## src/rtl/seg_pkg.sv

```systemverilog
// Shared types, glyph table and sizing helpers for the seven-segment scan display.
package seg_pkg;

  localparam logic [6:0] SEG_0     = 7'h3F;
  localparam logic [6:0] SEG_1     = 7'h06;
  localparam logic [6:0] SEG_2     = 7'h5B;
  localparam logic [6:0] SEG_3     = 7'h4F;
  localparam logic [6:0] SEG_4     = 7'h66;
  localparam logic [6:0] SEG_5     = 7'h6D;
  localparam logic [6:0] SEG_6     = 7'h7D;
  localparam logic [6:0] SEG_7     = 7'h07;
  localparam logic [6:0] SEG_8     = 7'h7F;
  localparam logic [6:0] SEG_9     = 7'h6F;
  localparam logic [6:0] SEG_A     = 7'h77;
  localparam logic [6:0] SEG_B     = 7'h7C;
  localparam logic [6:0] SEG_C     = 7'h39;
  localparam logic [6:0] SEG_D     = 7'h5E;
  localparam logic [6:0] SEG_E     = 7'h79;
  localparam logic [6:0] SEG_F     = 7'h71;
  localparam logic [6:0] SEG_DASH  = 7'h40;
  localparam logic [6:0] SEG_BLANK = 7'h00;

  typedef enum logic { MODE_HEX = 1'b0, MODE_DEC = 1'b1 } disp_mode_e;
  typedef enum logic { ST_IDLE = 1'b0, ST_CONV = 1'b1 } disp_state_e;

  // ceil(width * log10(2)) decimal digits are enough for any width-bit value
  function automatic int bcd_digits(input int width);
    return (width * 30103 + 99999) / 100000;
  endfunction

  function automatic logic [6:0] hex_glyph(input logic [3:0] nib);
    case (nib)
      4'h0: return SEG_0;
      4'h1: return SEG_1;
      4'h2: return SEG_2;
      4'h3: return SEG_3;
      4'h4: return SEG_4;
      4'h5: return SEG_5;
      4'h6: return SEG_6;
      4'h7: return SEG_7;
      4'h8: return SEG_8;
      4'h9: return SEG_9;
      4'hA: return SEG_A;
      4'hB: return SEG_B;
      4'hC: return SEG_C;
      4'hD: return SEG_D;
      4'hE: return SEG_E;
      default: return SEG_F;
    endcase
  endfunction

endpackage

```

## src/rtl/seg_scan_display_bin2bcd.sv

```systemverilog
// Sequential double-dabble: one shift per cycle, DATA_W cycles per conversion.
module bin2bcd_seq
  import seg_pkg::*;
#(
  parameter int DATA_W = 32,
  parameter int BCD_N  = bcd_digits(DATA_W)
) (
  input  logic                 clk,
  input  logic                 rst_n,
  input  logic                 start,
  input  logic [DATA_W-1:0]    bin,
  output logic                 busy,
  output logic                 done,
  output logic [4*BCD_N-1:0]   bcd
);

  localparam int CNT_W = $clog2(DATA_W);

  logic [DATA_W-1:0]  sr;
  logic [4*BCD_N-1:0] bcd_r, adj, bcd_nxt;
  logic [CNT_W-1:0]   cnt;
  logic               shift_out_unused;

  always_comb begin
    adj = bcd_r;
    for (int i = 0; i < BCD_N; i++)
      if (bcd_r[4*i +: 4] >= 4'd5) adj[4*i +: 4] = bcd_r[4*i +: 4] + 4'd3;
  end

  assign {shift_out_unused, bcd_nxt} = {adj, sr[DATA_W-1]};

  // done flags the cycle whose shift completes the result; bcd carries that
  // post-shift value so the consumer can commit on the same edge busy drops
  assign done = busy && (cnt == CNT_W'(DATA_W-1));
  assign bcd  = bcd_nxt;

  always_ff @(posedge clk or negedge rst_n) begin
    if (!rst_n) begin
      busy  <= 1'b0;
      cnt   <= '0;
      sr    <= '0;
      bcd_r <= '0;
    end else if (start && !busy) begin
      busy  <= 1'b1;
      cnt   <= '0;
      sr    <= bin;
      bcd_r <= '0;
    end else if (busy) begin
      bcd_r <= bcd_nxt;
      sr    <= {sr[DATA_W-2:0], 1'b0};
      cnt   <= cnt + 1'b1;
      if (done) busy <= 1'b0;
    end
  end

endmodule

```

## src/rtl/seg_scan_display.sv

```systemverilog
// Multiplexed seven-segment controller: hex or decimal display of a loaded value.
// Optional leading-zero blanking when SEG_LZB_EN is defined.
module seg_scan_display
  import seg_pkg::*;
#(
  parameter int DIGITS      = 8,
  parameter int DATA_W      = 32,
  parameter int REFRESH_DIV = 23000
) (
  input  logic              clk,
  input  logic              rst_n,
  input  logic              load,
  input  logic [DATA_W-1:0] value,
  input  logic              mode,
  output logic              busy,
  output logic [6:0]        seg_out,
  output logic [DIGITS-1:0] digit_select
);

  localparam int BCD_N  = bcd_digits(DATA_W);
  localparam int IDX_W  = (DIGITS > 1) ? $clog2(DIGITS) : 1;
  localparam int RCNT_W = $clog2(REFRESH_DIV);
  localparam int HEX_W  = (DATA_W > 4*DIGITS) ? DATA_W : 4*DIGITS;
  localparam int DEC_W  = (BCD_N > DIGITS) ? 4*BCD_N : 4*DIGITS;

`ifdef SEG_LZB_EN
  localparam bit LZB = 1'b1;
`else
  localparam bit LZB = 1'b0;
`endif

  disp_state_e state, state_nxt;
  logic conv_start, conv_busy, conv_done;
  logic [4*BCD_N-1:0] conv_bcd;
  logic hex_wr;

  logic [DIGITS-1:0][3:0] disp_buf, hex_nib, dec_nib;
  logic                   disp_ovf, dec_ovf;
  logic [HEX_W-1:0]       hex_ext;
  logic [DEC_W-1:0]       dec_ext;

  logic [RCNT_W-1:0] refresh_cnt;
  logic [IDX_W-1:0]  scan_idx;
  logic [DIGITS-1:0] blank;
  logic [6:0]        glyph_nxt;

  always_ff @(posedge clk or negedge rst_n) begin
    if (!rst_n) state <= ST_IDLE;
    else        state <= state_nxt;
  end

  always_comb begin
    state_nxt  = state;
    conv_start = 1'b0;
    hex_wr     = 1'b0;
    case (state)
      ST_IDLE: if (load) begin
        if (disp_mode_e'(mode) == MODE_DEC) begin
          conv_start = 1'b1;
          state_nxt  = ST_CONV;
        end else begin
          hex_wr = 1'b1;
        end
      end
      ST_CONV: if (conv_done) state_nxt = ST_IDLE;
      default: state_nxt = ST_IDLE;
    endcase
  end

  bin2bcd_seq #(.DATA_W(DATA_W), .BCD_N(BCD_N)) u_bin2bcd (
    .clk   (clk),
    .rst_n (rst_n),
    .start (conv_start),
    .bin   (value),
    .busy  (conv_busy),
    .done  (conv_done),
    .bcd   (conv_bcd)
  );

  assign busy = conv_busy;

  // Zero-extend both sources so digits past the source width read as 0
  assign hex_ext = HEX_W'(value);
  assign dec_ext = DEC_W'(conv_bcd);

  always_comb begin
    dec_ovf = 1'b0;
    for (int i = 0; i < DIGITS; i++) begin
      hex_nib[i] = hex_ext[4*i +: 4];
      dec_nib[i] = dec_ext[4*i +: 4];
    end
    for (int k = DIGITS; k < BCD_N; k++)
      if (dec_ext[4*k +: 4] != 4'd0) dec_ovf = 1'b1;
  end

  // Buffer only ever changes as a whole, so a conversion commit is atomic
  always_ff @(posedge clk or negedge rst_n) begin
    if (!rst_n) begin
      disp_buf <= '0;
      disp_ovf <= 1'b0;
    end else if (hex_wr) begin
      disp_buf <= hex_nib;
      disp_ovf <= 1'b0;
    end else if (conv_done) begin
      disp_buf <= dec_nib;
      disp_ovf <= dec_ovf;
    end
  end

  always_ff @(posedge clk or negedge rst_n) begin
    if (!rst_n) begin
      refresh_cnt <= '0;
      scan_idx    <= '0;
    end else if (refresh_cnt == RCNT_W'(REFRESH_DIV-1)) begin
      refresh_cnt <= '0;
      scan_idx    <= (scan_idx == IDX_W'(DIGITS-1)) ? '0 : scan_idx + 1'b1;
    end else begin
      refresh_cnt <= refresh_cnt + 1'b1;
    end
  end

  // Walk down from the top digit; blank while everything above is zero
  always_comb begin
    logic zero_run;
    blank    = '0;
    zero_run = 1'b1;
    for (int i = DIGITS-1; i >= 1; i--) begin
      zero_run = zero_run && (disp_buf[i] == 4'd0);
      blank[i] = LZB && zero_run;
    end
  end

  always_comb begin
    glyph_nxt = hex_glyph(disp_buf[scan_idx]);
    if (disp_ovf)             glyph_nxt = SEG_DASH;
    else if (blank[scan_idx]) glyph_nxt = SEG_BLANK;
  end

  always_ff @(posedge clk or negedge rst_n) begin
    if (!rst_n) begin
      seg_out      <= '0;
      digit_select <= '0;
    end else begin
      seg_out      <= glyph_nxt;
      digit_select <= DIGITS'(1) << scan_idx;
    end
  end

endmodule
```

## config.mk

```make
export PLATFORM = sky130hd
export DESIGN_NAME = seg_scan_display
export DESIGN_NICKNAME = d
export VERILOG_FILES = /design/src/rtl/seg_pkg.sv /design/src/rtl/seg_scan_display_bin2bcd.sv /design/src/rtl/seg_scan_display.sv
export SDC_FILE = /design/constraint.sdc
export NUM_CORES = 1
export LEC_CHECK = 0
export ABC_AREA = 1
export CORE_ASPECT_RATIO = 1.1
export CORE_MARGIN = 4
export CORE_UTILIZATION = 54
export CTS_CLUSTER_DIAMETER = 60
export CTS_CLUSTER_SIZE = 25
export DETAILED_ROUTE_END_ITERATION = 10
export PLACE_DENSITY = 0.71
export SLEW_MARGIN = 20
export SYNTH_ARGS = -nofsm -noshare
export SYNTH_HDL_FRONTEND = slang
export SYNTH_SLANG_ARGS = --single-unit
```

## constraint.sdc

```tcl
create_clock -name clk -period 3.28 [get_ports clk]
set_input_delay 0.328 -clock clk [delete_from_list [all_inputs] [get_ports clk]]
set_output_delay 0.328 -clock clk [all_outputs]
set_load 0.01 [all_outputs]
```

Word level (Yosys, flattened, before mapping). Memory sizes are Yosys's and may differ from the RTL's. Cells that the tools add are included.

Logic and storage cells: 95. Memories: 2. Flip-flop bits (word level): 145. ROM bits: 120.

Memories: (name not given) (depth 16, width 7, read ports 1, clocked after Yosys merged registers in 0, write ports 0, RTL line seg_pkg.sv:32) `case (nib)`; (name not given) (depth 8, width 1, read ports 1, clocked after Yosys merged registers in 0, write ports 0, RTL line seg_scan_display.sv:136) `else if (blank[scan_idx]) glyph_nxt = SEG_BLANK;`.

Add/subtract/negate cells: 13. Shift-type cells: 1. Reductions and logical operators: 7. Bitwise operators: 1. Eq/ne operators: 3. Mux-type cells: 39. $lt $le $gt $ge: 11.

Operators with widths (number): 2-to-1 mux 32 bit (4); 2-to-1 mux 40 bit (2); greater-or-equal comparator 4 x 3 -> 1 bit (second input constant) (10); 2-to-1 mux 4 bit (10); adder 4 x 2 -> 4 bit (second input constant) (9); adder 15 x 1 -> 15 bit (second input constant) (1); == test 15 bit (second input constant) (1); 2-to-1 mux 15 bit (1); 2-to-1 mux 1 bit (14); 2-to-1 mux 7 bit (2); binary-select mux 4 bit (select 3 bit) (1); 2-to-1 mux 5 bit (2); nonzero test 4 bit (2); left shift 1 x 3 -> 8 bit (first input constant) (1); 2-to-1 mux 3 bit (2); adder 5 x 1 -> 5 bit (second input constant) (1); == test 5 bit (second input constant) (1); < comparator 3 x 4 -> 1 bit (second input constant) (1); nonzero test 2 bit (2); adder 3 x 1 -> 3 bit (second input constant) (1); adder 3 x 2 -> 3 bit (second input constant) (1); == test 3 bit (second input constant) (1); logical AND 1 bit (2); case mux 1 bit (2 select lines) (1); other kinds (2) (2).

Depth between registers and ports, before layout. Gate-level depths: netlist (run 1).

Depth after elaboration: 7. Depth in mapped cells: 14. Mapped depth without buffers: 12.

Cells and area by module. A second synthesis (run 1) with hierarchy kept.

Cells, all modules: 1013. Area total of the unflattened synthesis: 8235.4 sq um.

Modules (own cells, without submodules): bin2bcd_seq (cells an instance 563, instances 1, area an instance 4615.7 sq um); seg_scan_display (cells an instance 450, instances 1, area an instance 3619.7 sq um).

Least setup slack after synthesis (run 1). OpenSTA, ideal clock, no wires.

Path kind: flip-flop to flip-flop. From: register scan_idx[0]. To: register seg_out[1]. Buffers on the path: 2. Data required time: 3.159 ns. Arrival time: 1.621 ns. Clock period less this slack: 1.742 ns. Cell stages (with the launch flop): 13. Slack: 1.538 ns. Path through: dfrtp_1 buf_6 buf_12 nand2_1 nand3_2 nand2_1 nand2_1 nand2_2 inv_1 ha_1 nand3_1 o21ai_0 nor2_1.

Cells in the longest elaborated chain, start to end: 5. Elaborated cells on any way between the ends: 7. Classes of those cells: mux (5); memory (2).

Ends and longest elaborated chain: from (decl) (RTL line seg_scan_display.sv:43) `logic [IDX_W-1:0] scan_idx;`; from (signal assigned) (RTL line seg_scan_display.sv:116) `scan_idx <= (scan_idx == IDX_W'(DIGITS-1)) ? '0 : scan_idx + 1'b1;`; binary-select mux 4 bit (select 3 bit) (RTL line seg_scan_display.sv:134) `glyph_nxt = hex_glyph(disp_buf[scan_idx]);`; 2-to-1 mux 4 bit (implied by the code) (RTL line seg_scan_display.sv:134); memory (16 x 7 bit); 2-to-1 mux 7 bit (*) (RTL line seg_scan_display.sv:136); 2-to-1 mux 7 bit (*) (RTL line seg_scan_display.sv:135) `if (disp_ovf) glyph_nxt = SEG_DASH;`; via glyph_nxt[1] (RTL line seg_scan_display.sv:45) `logic [6:0] glyph_nxt;`; to (signal assigned) (RTL line seg_scan_display.sv:144) `seg_out <= glyph_nxt;`; to (decl) (RTL line seg_scan_display.sv:16) `output logic [6:0] seg_out,`.

The timed path passes the listed nets; every way through them passes the cells marked *. The select of a mux whose other input is x is not followed. A chain may end at the register's enable or synchronous reset.

Worst setup path after layout (run 1). Same ends and word-level chain as after synthesis.

==> reports/results.txt, run 1 <==
fmax: 0.445 GHz
worst path cell trace: inv_8 > nand2_2 > nand3_2 > nand2_1 > nand2_1 > nand2_2 > inv_1 > ha_1 > nand3_1 > o21ai_0 > nor2_1
Clock Pin Slew Worst Setup and Hold Paths: 0.06 ns
die area: 16,000 um^2
Via density: 5.37
WP data arrival: 2.56 ns
DR pass1 iterations: 5
WL per Instance: 14.5 um
CTS Hold Bufs: 1
gr usage total: 22.0%
CP peak stage delay: 0.82 ns
Syn Area/Cell: 8.39 um^2
Die W: 121 um
crit share post-route: 68.5%
setup violators final: 0
MaxCap Viol Count: 0
fin cells: 1,150
CTS tree: yes
antenna-violating nets left: 0
routed wire length: 16,700 um
Root Driver: clkbuf_16
first-pass GRT wire length: 28,200 um
CTS H-tree lvls: 4
Slew Viols, Final: 0
register area share after synthesis: 48.0%
Post-Synthesis Cell Area: 7560 um^2
CTS Buffer Depth: 2
grt total ovfl: 0
flop2flop setup slack: 1.03 ns
Synth async-reset ratio: 100%
post-DP HPWL: 11,800 um
total CTS buffers: 17
TNS Setup: 0 ns
pin count of the biggest net entering global routing: 66
Post-Syn Nets: 973
power per cell area: 425 nW/um^2
initial antenna violation count: 0
Post-CTS Setup Bufs: 0
Iteration-0 DRC Markers: 537
dpl cells: 1,117
Final Hold Viols: 0
Slew headroom: 42.8%
slowest library cell on the worst path: dfrtp_1
drt drc: 0
CP Capture Type: flop
die height: 132 um
RSZ-0062 raised after global routing: false
required time of the critical path: 3.59 ns
Synth warnings: 0
Final min period: 2.25 ns
kind of critical path: reg -> reg
gp weighted congestion: 0.893
clk_skew: 0.0104 ns
Leak Pwr: 4.34 nW
worst slew pin tran: 0.857 ns
Cells after Synth: 902
Worst VDD drop: 428 uV
outcome: complete, no violations
# IOs: 52
nets: 1,020
row cnt: 45
CTS sink cnt: 145
port buffer count: 51
vias in the first global route: 5,804
Yosys cell types: 37
DR vias: 6,171
share of post-route cells with drive strength above 1: 7.07%
P&R area growth vs syn: 15.9%
crit start category: flop
#FFs+latches synth: 145
Crit Path Max Fanout: 20
clk_lat worst skew: 0.43 ns
Core Area: 13,800 um^2
post-CTS resize count: 0
Primary FF master, synth: dfrtp_1
Min-Delay Path Class: in -> async
# diodes: 0
Starting Density: 54.8%
Post-synth EDFFs: 0
[kinds of logic after synthesis]
kind of cell / count (synthesis) / share of synthesized area (%)
buffers and inverters: 166 / 9.44
XOR/XNOR: 21 / 2.43
flip-flops: 145 / 48.0
AO/OA/AOI/OAI: 144 / 12.4
adder cells (fa/ha/maj): 35 / 5.79
AND/OR/NAND/NOR: 391 / 21.9
[metrics by stage]
stage	utilization [%]	worst slack [ns]	hold WS (ns)	total power, W	cell area (um^2)
final	63.6	1.03	0.444	0.00373	8770
after global routing	63.6	0.862	0.502	0.00385	8770
after CTS	63.6	1.04	0.475	0.00376	8770
after detailed placement	59.4	1.09	0.360	0.00192	8200
after global placement	59.4	1.11	0.358	0.00192	8200
after floorplan	-	1.54	0.0324	0.00182	7560
[registers in the layout (all words and copies together), names as in the netlist]
register         cells
u_bin2bcd.sr        32
digit_select         8
u_bin2bcd.cnt        5
state                1
seg_out              7
disp_buf            32
refresh_cnt         15
disp_ovf             1
scan_idx             3
u_bin2bcd.busy       1
u_bin2bcd.bcd_r     40
[final cells by class]
type	count	area, um^2
inverters	134	513
flip-flops and latches	145	3630
clock inverters	15	138
well taps	188	235
clock buffers	17	425
multi-input cells	591	3220
fillers	1177	5020
repair buffers	60	607
[cell usage in the layout (no fill, tap or decap), types with 2 or more instances in the layout]
master           count
nor2_1              52
nor4_1               4
xor2_1              20
o221ai_1            30
a21oi_1             15
nand2_4              2
a22o_1               2
o211ai_1            15
inv_1              126
clkdlybuf4s50_1     50
inv_2                5
o22ai_1             33
nand2_2              8
nor3_1               6
nand3_2              4
nand3_1             57
buf_12               2
buf_4                6
nand2_1            243
nor2_2               3
o21a_1               7
o21ai_1              2
clkinv_4             3
dfrtp_1            145
inv_8                4
nand4_1              9
ha_1                35
nor3_2               2
o21ai_0             39
inv_6                8
clkbuf_16           17
[worst max-delay path: cells and delay by family (launching register included)]
family / cells / cell delay (ns)
buffers and inverters: 2 / 0.24
DFF: 1 / 0.82
and+or+nand+nor: 7 / 0.59
AOI/OAI and AO/OA: 1 / 0.19
adders and majority gates: 1 / 0.29
[power breakdown]
group / switching [W] / total (W) / internal [W] / leakage, nW
sequential: 0 / 0.00179 / 0.00179 / 1.58
combinational: 0.0000522 / 0.0000935 / 0.0000413 / 2.48
clock: 0.000845 / 0.00185 / 0.00100 / 0.276
[metal layers]
layer | global-route usage (%) | share of wire [%] | vias up
li1 | - | - | 3042
met1 | 32.6 | 47 | 2927
met2 | 31.5 | 45 | 173
met3 | 4.55 | 5.6 | 29
met4 | 8.63 | 2.1 | 0
met5 | 0 | 0 | -
[Yosys cell counts (all sizes together), types with 7 or more instances]
library cell  instances  area share [%]
nand4                 9            0.74
inv                 133             6.7
nand2               253              13
xor2                 20             2.3
o21a                  7            0.69
nor3                  8            0.66
o21ai                42             2.8
dfrtp               145              48
o221ai               30             3.5
nand3                61             4.3
o211ai               15             1.5
buf                  22             2.2
clkbuf               10            0.50
ha                   35             5.8
o22ai                33             2.7
nor2                 55             2.8
a21oi                15            0.99
[path summary, 6_finish.rpt]
check	cells after the start	end	from
worst max-delay path	11	seg_out[1]$_DFF_PN0_	scan_idx[0]$_DFFE_PN0N_
worst min-delay path	2	refresh_cnt[14]$_DFF_PN0_	rst_n
worst max register to register	11	seg_out[1]$_DFF_PN0_	scan_idx[0]$_DFFE_PN0N_
worst min register to register	1	refresh_cnt[0]$_DFF_PN0_	refresh_cnt[0]$_DFF_PN0_
max in group asynchronous	3	u_bin2bcd.sr[26]$_DFFE_PN0P_	rst_n
min in group clk	1	refresh_cnt[0]$_DFF_PN0_	refresh_cnt[0]$_DFF_PN0_
Power figures use the tool's default switching activity.
==> run 2: changes to the inputs <==
clock period = 2.34 ns   (was 3.28 ns; I/O delays follow)
==> run 2 against run 1 <==
Sequential power grew 40%. Maximum frequency grew 14%. Sequential share of layout area shrank 0.94 points. Design area grew 2.3%. Die area is the same. Via count grew 0.13%. Routed wire length grew 3.6%. Clock skew shrank 0.0037 ns. Setup slack lost 0.66 ns. Global-route usage grew 0.77 points. Hold slack lost 0.12 ns. Combinational power grew 42%.
==> reports/results.txt, run 2 (synthesis results as in run 1) <==
CTS tree: yes
fin cells: 1,162
CTS Buffer Depth: 2
Starting Density: 54.8%
cell area after layout: 8970 um^2
routed wire length: 17,300 um
required time of the critical path: 2.65 ns
drt drc: 0
Clock Pin Slew Worst Setup and Hold Paths: 0.06 ns
CP Capture Type: flop
max reg flops: 40
nets: 1,032
Min-Delay Path Class: in -> async
Final Hold Viols: 0
Crit Path Max Fanout: 12
Root Driver: clkbuf_16
kind of critical path: reg -> reg
crit start category: flop
# fillers: 1,178
Post-CTS Setup Bufs: 0
row cnt: 45
die height: 132 um
placed instance area: 8310 um^2
Leak Pwr: 4.45 nW
outcome: complete, no violations
pin count of the biggest net entering global routing: 52
# IOs: 52
highest-count cells in the layout ignoring fill and taps: nand2_1 (243), dfrtp_1 (145), inv_1 (126), nand3_1 (57), nor2_1 (52)
post-CTS resize count: 0
Final min period: 1.97 ns
dpl cells: 1,129
Core Area: 13,800 um^2
RSZ-0062 raised after global routing: false
clk_skew: 0.00671 ns
post-DP HPWL: 12,300 um
antenna-violating nets left: 0
Iteration-0 DRC Markers: 505
most common cell after layout, fill and taps aside: nand2_1
share of post-route cells with drive strength above 1: 8.21%
Die W: 121 um
CTS H-tree lvls: 4
power per cell area: 626 nW/um^2
CTS Hold Bufs: 1
Slew headroom: 68.4%
CTS sink cnt: 145
total chip power: 0.00562 W
flop2flop setup slack: 0.37 ns
clk_lat worst skew: 0.43 ns
fmax: 0.509 GHz
# diodes: 0
vias in the first global route: 6,014
WP data arrival: 2.28 ns
grt total ovfl: 0
die area: 16,000 um^2
total CTS buffers: 17
setup violators final: 0
gr usage total: 22.7%
Largest Register: u_bin2bcd.bcd_r
MaxCap Viol Count: 0
P&R area growth vs syn: 18.6%
gp weighted congestion: 0.893
DR pass1 iterations: 5
Worst VDD drop: 476 uV
initial antenna violation count: 0
Top Registers: u_bin2bcd.bcd_r x40, disp_buf x32, u_bin2bcd.sr x32
TNS Setup: 0 ns
DR vias: 6,179
Via density: 5.32
worst slew pin tran: 0.474 ns
hold_ws: 0.322 ns
crit share post-route: 84.0%
Slew Viols, Final: 0
first-pass GRT wire length: 29,200 um
port buffer count: 51
WL per Instance: 14.9 um
## run 2: changes by cell type in the layout (fill, tap and decap cells not counted)
| cell | delta |
|---|---|
| clkinv_4 | +1 |
| buf_12 | +2 |
| inv_8 | -3 |
| buf_4 | +10 |
| clkinv_2 | +4 |
| inv_6 | -8 |
| clkbuf_8 | +1 |
| bufinv_16 | +5 |
## run 2: final cells by class
cell class	count	area, um^2	area share, %
Sequential cell	145	3630	40.4
Clock inverter	14	213	2.37
Clock buffer	18	439	4.89
Timing Repair Buffer	72	722	8.04
Tap cell	188	235	2.62
Multi-Input combinational cell	591	3220	35.9
Inverter	134	513	5.72
## run 2: worst max-delay path, stage by stage, from the launching register on
cell,delay (ns)
dfrtp_1,0.59
inv_2,0.18
nand3_1,0.12
nand2_1,0.05
nand2_1,0.07
nand2_2,0.10
inv_1,0.15
ha_1,0.26
nand3_1,0.10
nand3_1,0.10
nand2_1,0.08
nor2_1,0.04
## run 2: per-layer routing
metal  GRT usage (%)  vias up  share of wire, %
li1                -     3073                 -
met1            32.7     2921                48
met2            34.3      151                45
met3            4.59       34               4.5
met4            8.12        0               2.1
met5               0        -                 0
## run 2: through the flow
| stage | setup slack (ns) | utilization [%] |
|---|---|---|
| after floorplan | 0.598 | - |
| final | 0.373 | 65.1 |
| after detailed placement | 0.432 | 60.3 |
| after global routing | 0.235 | 65.1 |
| after global placement | 0.465 | 60.3 |
| after CTS | 0.383 | 65.1 |
## run 2: power breakdown
group          internal, W  switching [W]  total (W)
combinational    0.0000601      0.0000730   0.000133
clock              0.00192        0.00106    0.00298
sequential         0.00251              0    0.00251
## run 2: worst paths after layout
path | from | endpoint | cells after the start
max | scan_idx[1]$_DFFE_PN0N_ | seg_out[3]$_DFF_PN0_ | 11
min | rst_n | u_bin2bcd.bcd_r[37]$_DFFE_PN0P_ | 2
max reg2reg | scan_idx[1]$_DFFE_PN0N_ | seg_out[3]$_DFF_PN0_ | 11
min reg2reg | refresh_cnt[0]$_DFF_PN0_ | refresh_cnt[0]$_DFF_PN0_ | 1
max in group asynchronous | rst_n | u_bin2bcd.sr[14]$_DFFE_PN0P_ | 3
min in group clk | value[5] | u_bin2bcd.sr[5]$_DFFE_PN0P_ | 3
==> run 3: changes to the inputs <==
clock period = 1.89 ns   (was 2.34 ns; I/O delays follow)
==> run 3 against run 2 <==
Design area grew 1.0%. Die area unchanged. Largest power group unchanged. Routed wire length down 0.17%. Critical endpoint is now seg_out[1]$_DFF_PN0_. Non-clock buffer count increased by 6. Critical path type unchanged.
==> reports/results.txt, run 3 (synthesis results as in run 1) <==
P&R area growth vs syn: 19.8%
post-DP HPWL: 12,300 um
antenna-violating nets left: 0
Core Area: 13,800 um^2
Largest Register: u_bin2bcd.bcd_r
required time of the critical path: 2.20 ns
Leak Pwr: 4.49 nW
pre-CTS setup slack: 0.109 ns
fmax: 0.568 GHz
kind of critical path: reg -> reg
cell area after layout: 9060 um^2
initial antenna violation count: 0
port buffer count: 51
Root Driver: clkbuf_16
most common cell after layout, fill and taps aside: nand2_1
flop2flop setup slack: 0.13 ns
# diodes: 0
nets: 1,038
DR pass1 iterations: 5
CP Capture Type: flop
CTS sink cnt: 145
Slew Viols, Final: 0
FF-to-FF path depth: 11
crit start category: flop
placed instance area: 8370 um^2
WP data arrival: 2.07 ns
DR vias: 6,248
gr usage total: 22.8%
vias in the first global route: 6,079
# IOs: 52
Via density: 5.35
Worst VDD drop: 477 uV
first-pass GRT wire length: 29,400 um
RR Startpoint: scan_idx[1]$_DFFE_PN0N_
die height: 132 um
die area: 16,000 um^2
setup violators final: 0
Iteration-0 DRC Markers: 439
CTS H-tree lvls: 4
Die W: 121 um
Final min period: 1.76 ns
share of post-route cells with drive strength above 1: 9.08%
MaxCap Viol Count: 0
Routed met1 length: 8100 um
power per cell area: 759 nW/um^2
row cnt: 45
pin count of the biggest net entering global routing: 55
metal3 WL: 823 um
highest-count cells in the layout ignoring fill and taps: nand2_1 (243), dfrtp_1 (144), inv_1 (124), nand3_1 (57), nor2_1 (52)
final setup margin: 0.128 ns
reg2reg end: seg_out[1]$_DFF_PN0_
clk_lat worst skew: 0.42 ns
crit share post-route: 93.2%
clk_skew: 0.00685 ns
Top Registers: u_bin2bcd.bcd_r x40, disp_buf x32, u_bin2bcd.sr x32
Final Hold Viols: 0
drt drc: 0
CTS tree: yes
Slew headroom: 70.2%
WL per Instance: 14.8 um
DR WL met2: 8030 um
CTS Buffer Depth: 2
outcome: complete, no violations
total chip power: 0.00688 W
Starting Density: 54.8%
RSZ-0062 raised after global routing: false
total CTS buffers: 17
Min-Delay Path Class: in -> async
Crit Path Max Fanout: 11
gp weighted congestion: 0.878
max reg flops: 40
worst slew pin tran: 0.443 ns
routed wire length: 17,200 um
Top Layer Used: met4
Clock Pin Slew Worst Setup and Hold Paths: 0.06 ns
TNS Setup: 0 ns
grt total ovfl: 0
==> run 3: cell count changes in the layout (fill, tap and decap cells not counted), sizes merged <==
cell    before  now
clkinv       9    7
clkbuf      18   21
buf         21   26
==> run 3: per-stage QoR <==
step | utilization (%) | instances | hold WS [ns]
2_1_floorplan | - | 902 | -0.107
3_3_place_gp | 60.7 | 1132 | 0.155
3_5_place_dp | 60.7 | 1132 | 0.151
4_1_cts | 65.4 | 1165 | 0.274
5_1_grt | 65.7 | 1168 | 0.290
6_report | 65.7 | 1168 | 0.265
==> run 3: layer usage <==
layer	track usage (%)	up-vias
met5	0	-
met4	6.61	0
met3	5.06	29
met2	34.9	169
met1	32.8	2963
li1	-	3087
==> run 3: worst max path at each step <==
stage,endpoint,startpoint,cells past startpoint,slack [ns]
2_1_floorplan,seg_out[1]$_DFF_PN0_,scan_idx[0]$_DFFE_PN0N_,12,0.15
3_3_place_gp,disp_ovf$_DFFE_PN0P_,u_bin2bcd.bcd_r[32]$_DFFE_PN0P_,11,0.10
3_5_place_dp,disp_ovf$_DFFE_PN0P_,u_bin2bcd.bcd_r[32]$_DFFE_PN0P_,11,0.11
4_1_cts,disp_ovf$_DFFE_PN0P_,u_bin2bcd.bcd_r[32]$_DFFE_PN0P_,11,0.08
5_1_grt,disp_buf[0]$_DFFE_PN0P_,u_bin2bcd.cnt[0]$_DFFE_PN0P_,8,0.003
6_report,seg_out[1]$_DFF_PN0_,scan_idx[1]$_DFFE_PN0N_,11,0.13
==> run 3: where the power goes <==
part,leakage [nW],internal [W],switching [W]
combinational,2.60,0.0000760,0.0000895
clock,0.313,0.00236,0.00125
sequential,1.58,0.00311,0
==> run 3: final cells by class <==
cell class | instances | area, um^2
Fill cell | 1134 | 4730
Sequential cell | 145 | 3630
Multi-Input combinational cell | 591 | 3230
Timing Repair Buffer | 78 | 822
Inverter | 134 | 513
Clock buffer | 20 | 447
Tap cell | 188 | 235
Clock inverter | 12 | 188
==> run 3: timing repair <==
action	in CTS	in global routing
hold endpoints to repair	43	0
hold buffers	1	0
setup buffers	0	2
gates resized for setup	0	7
endpoints found under the setup margin	0	5
==> run 3: critical path, cell delays in order (launching register included) <==
cell	delay, ns
dfrtp_1	0.40
buf_4	0.19
nor2_1	0.11
nand2_1	0.05
nand2_1	0.05
nand2_1	0.06
nand2_2	0.12
inv_2	0.07
ha_1	0.28
nand3_1	0.11
o21ai_0	0.16
nor2_1	0.06
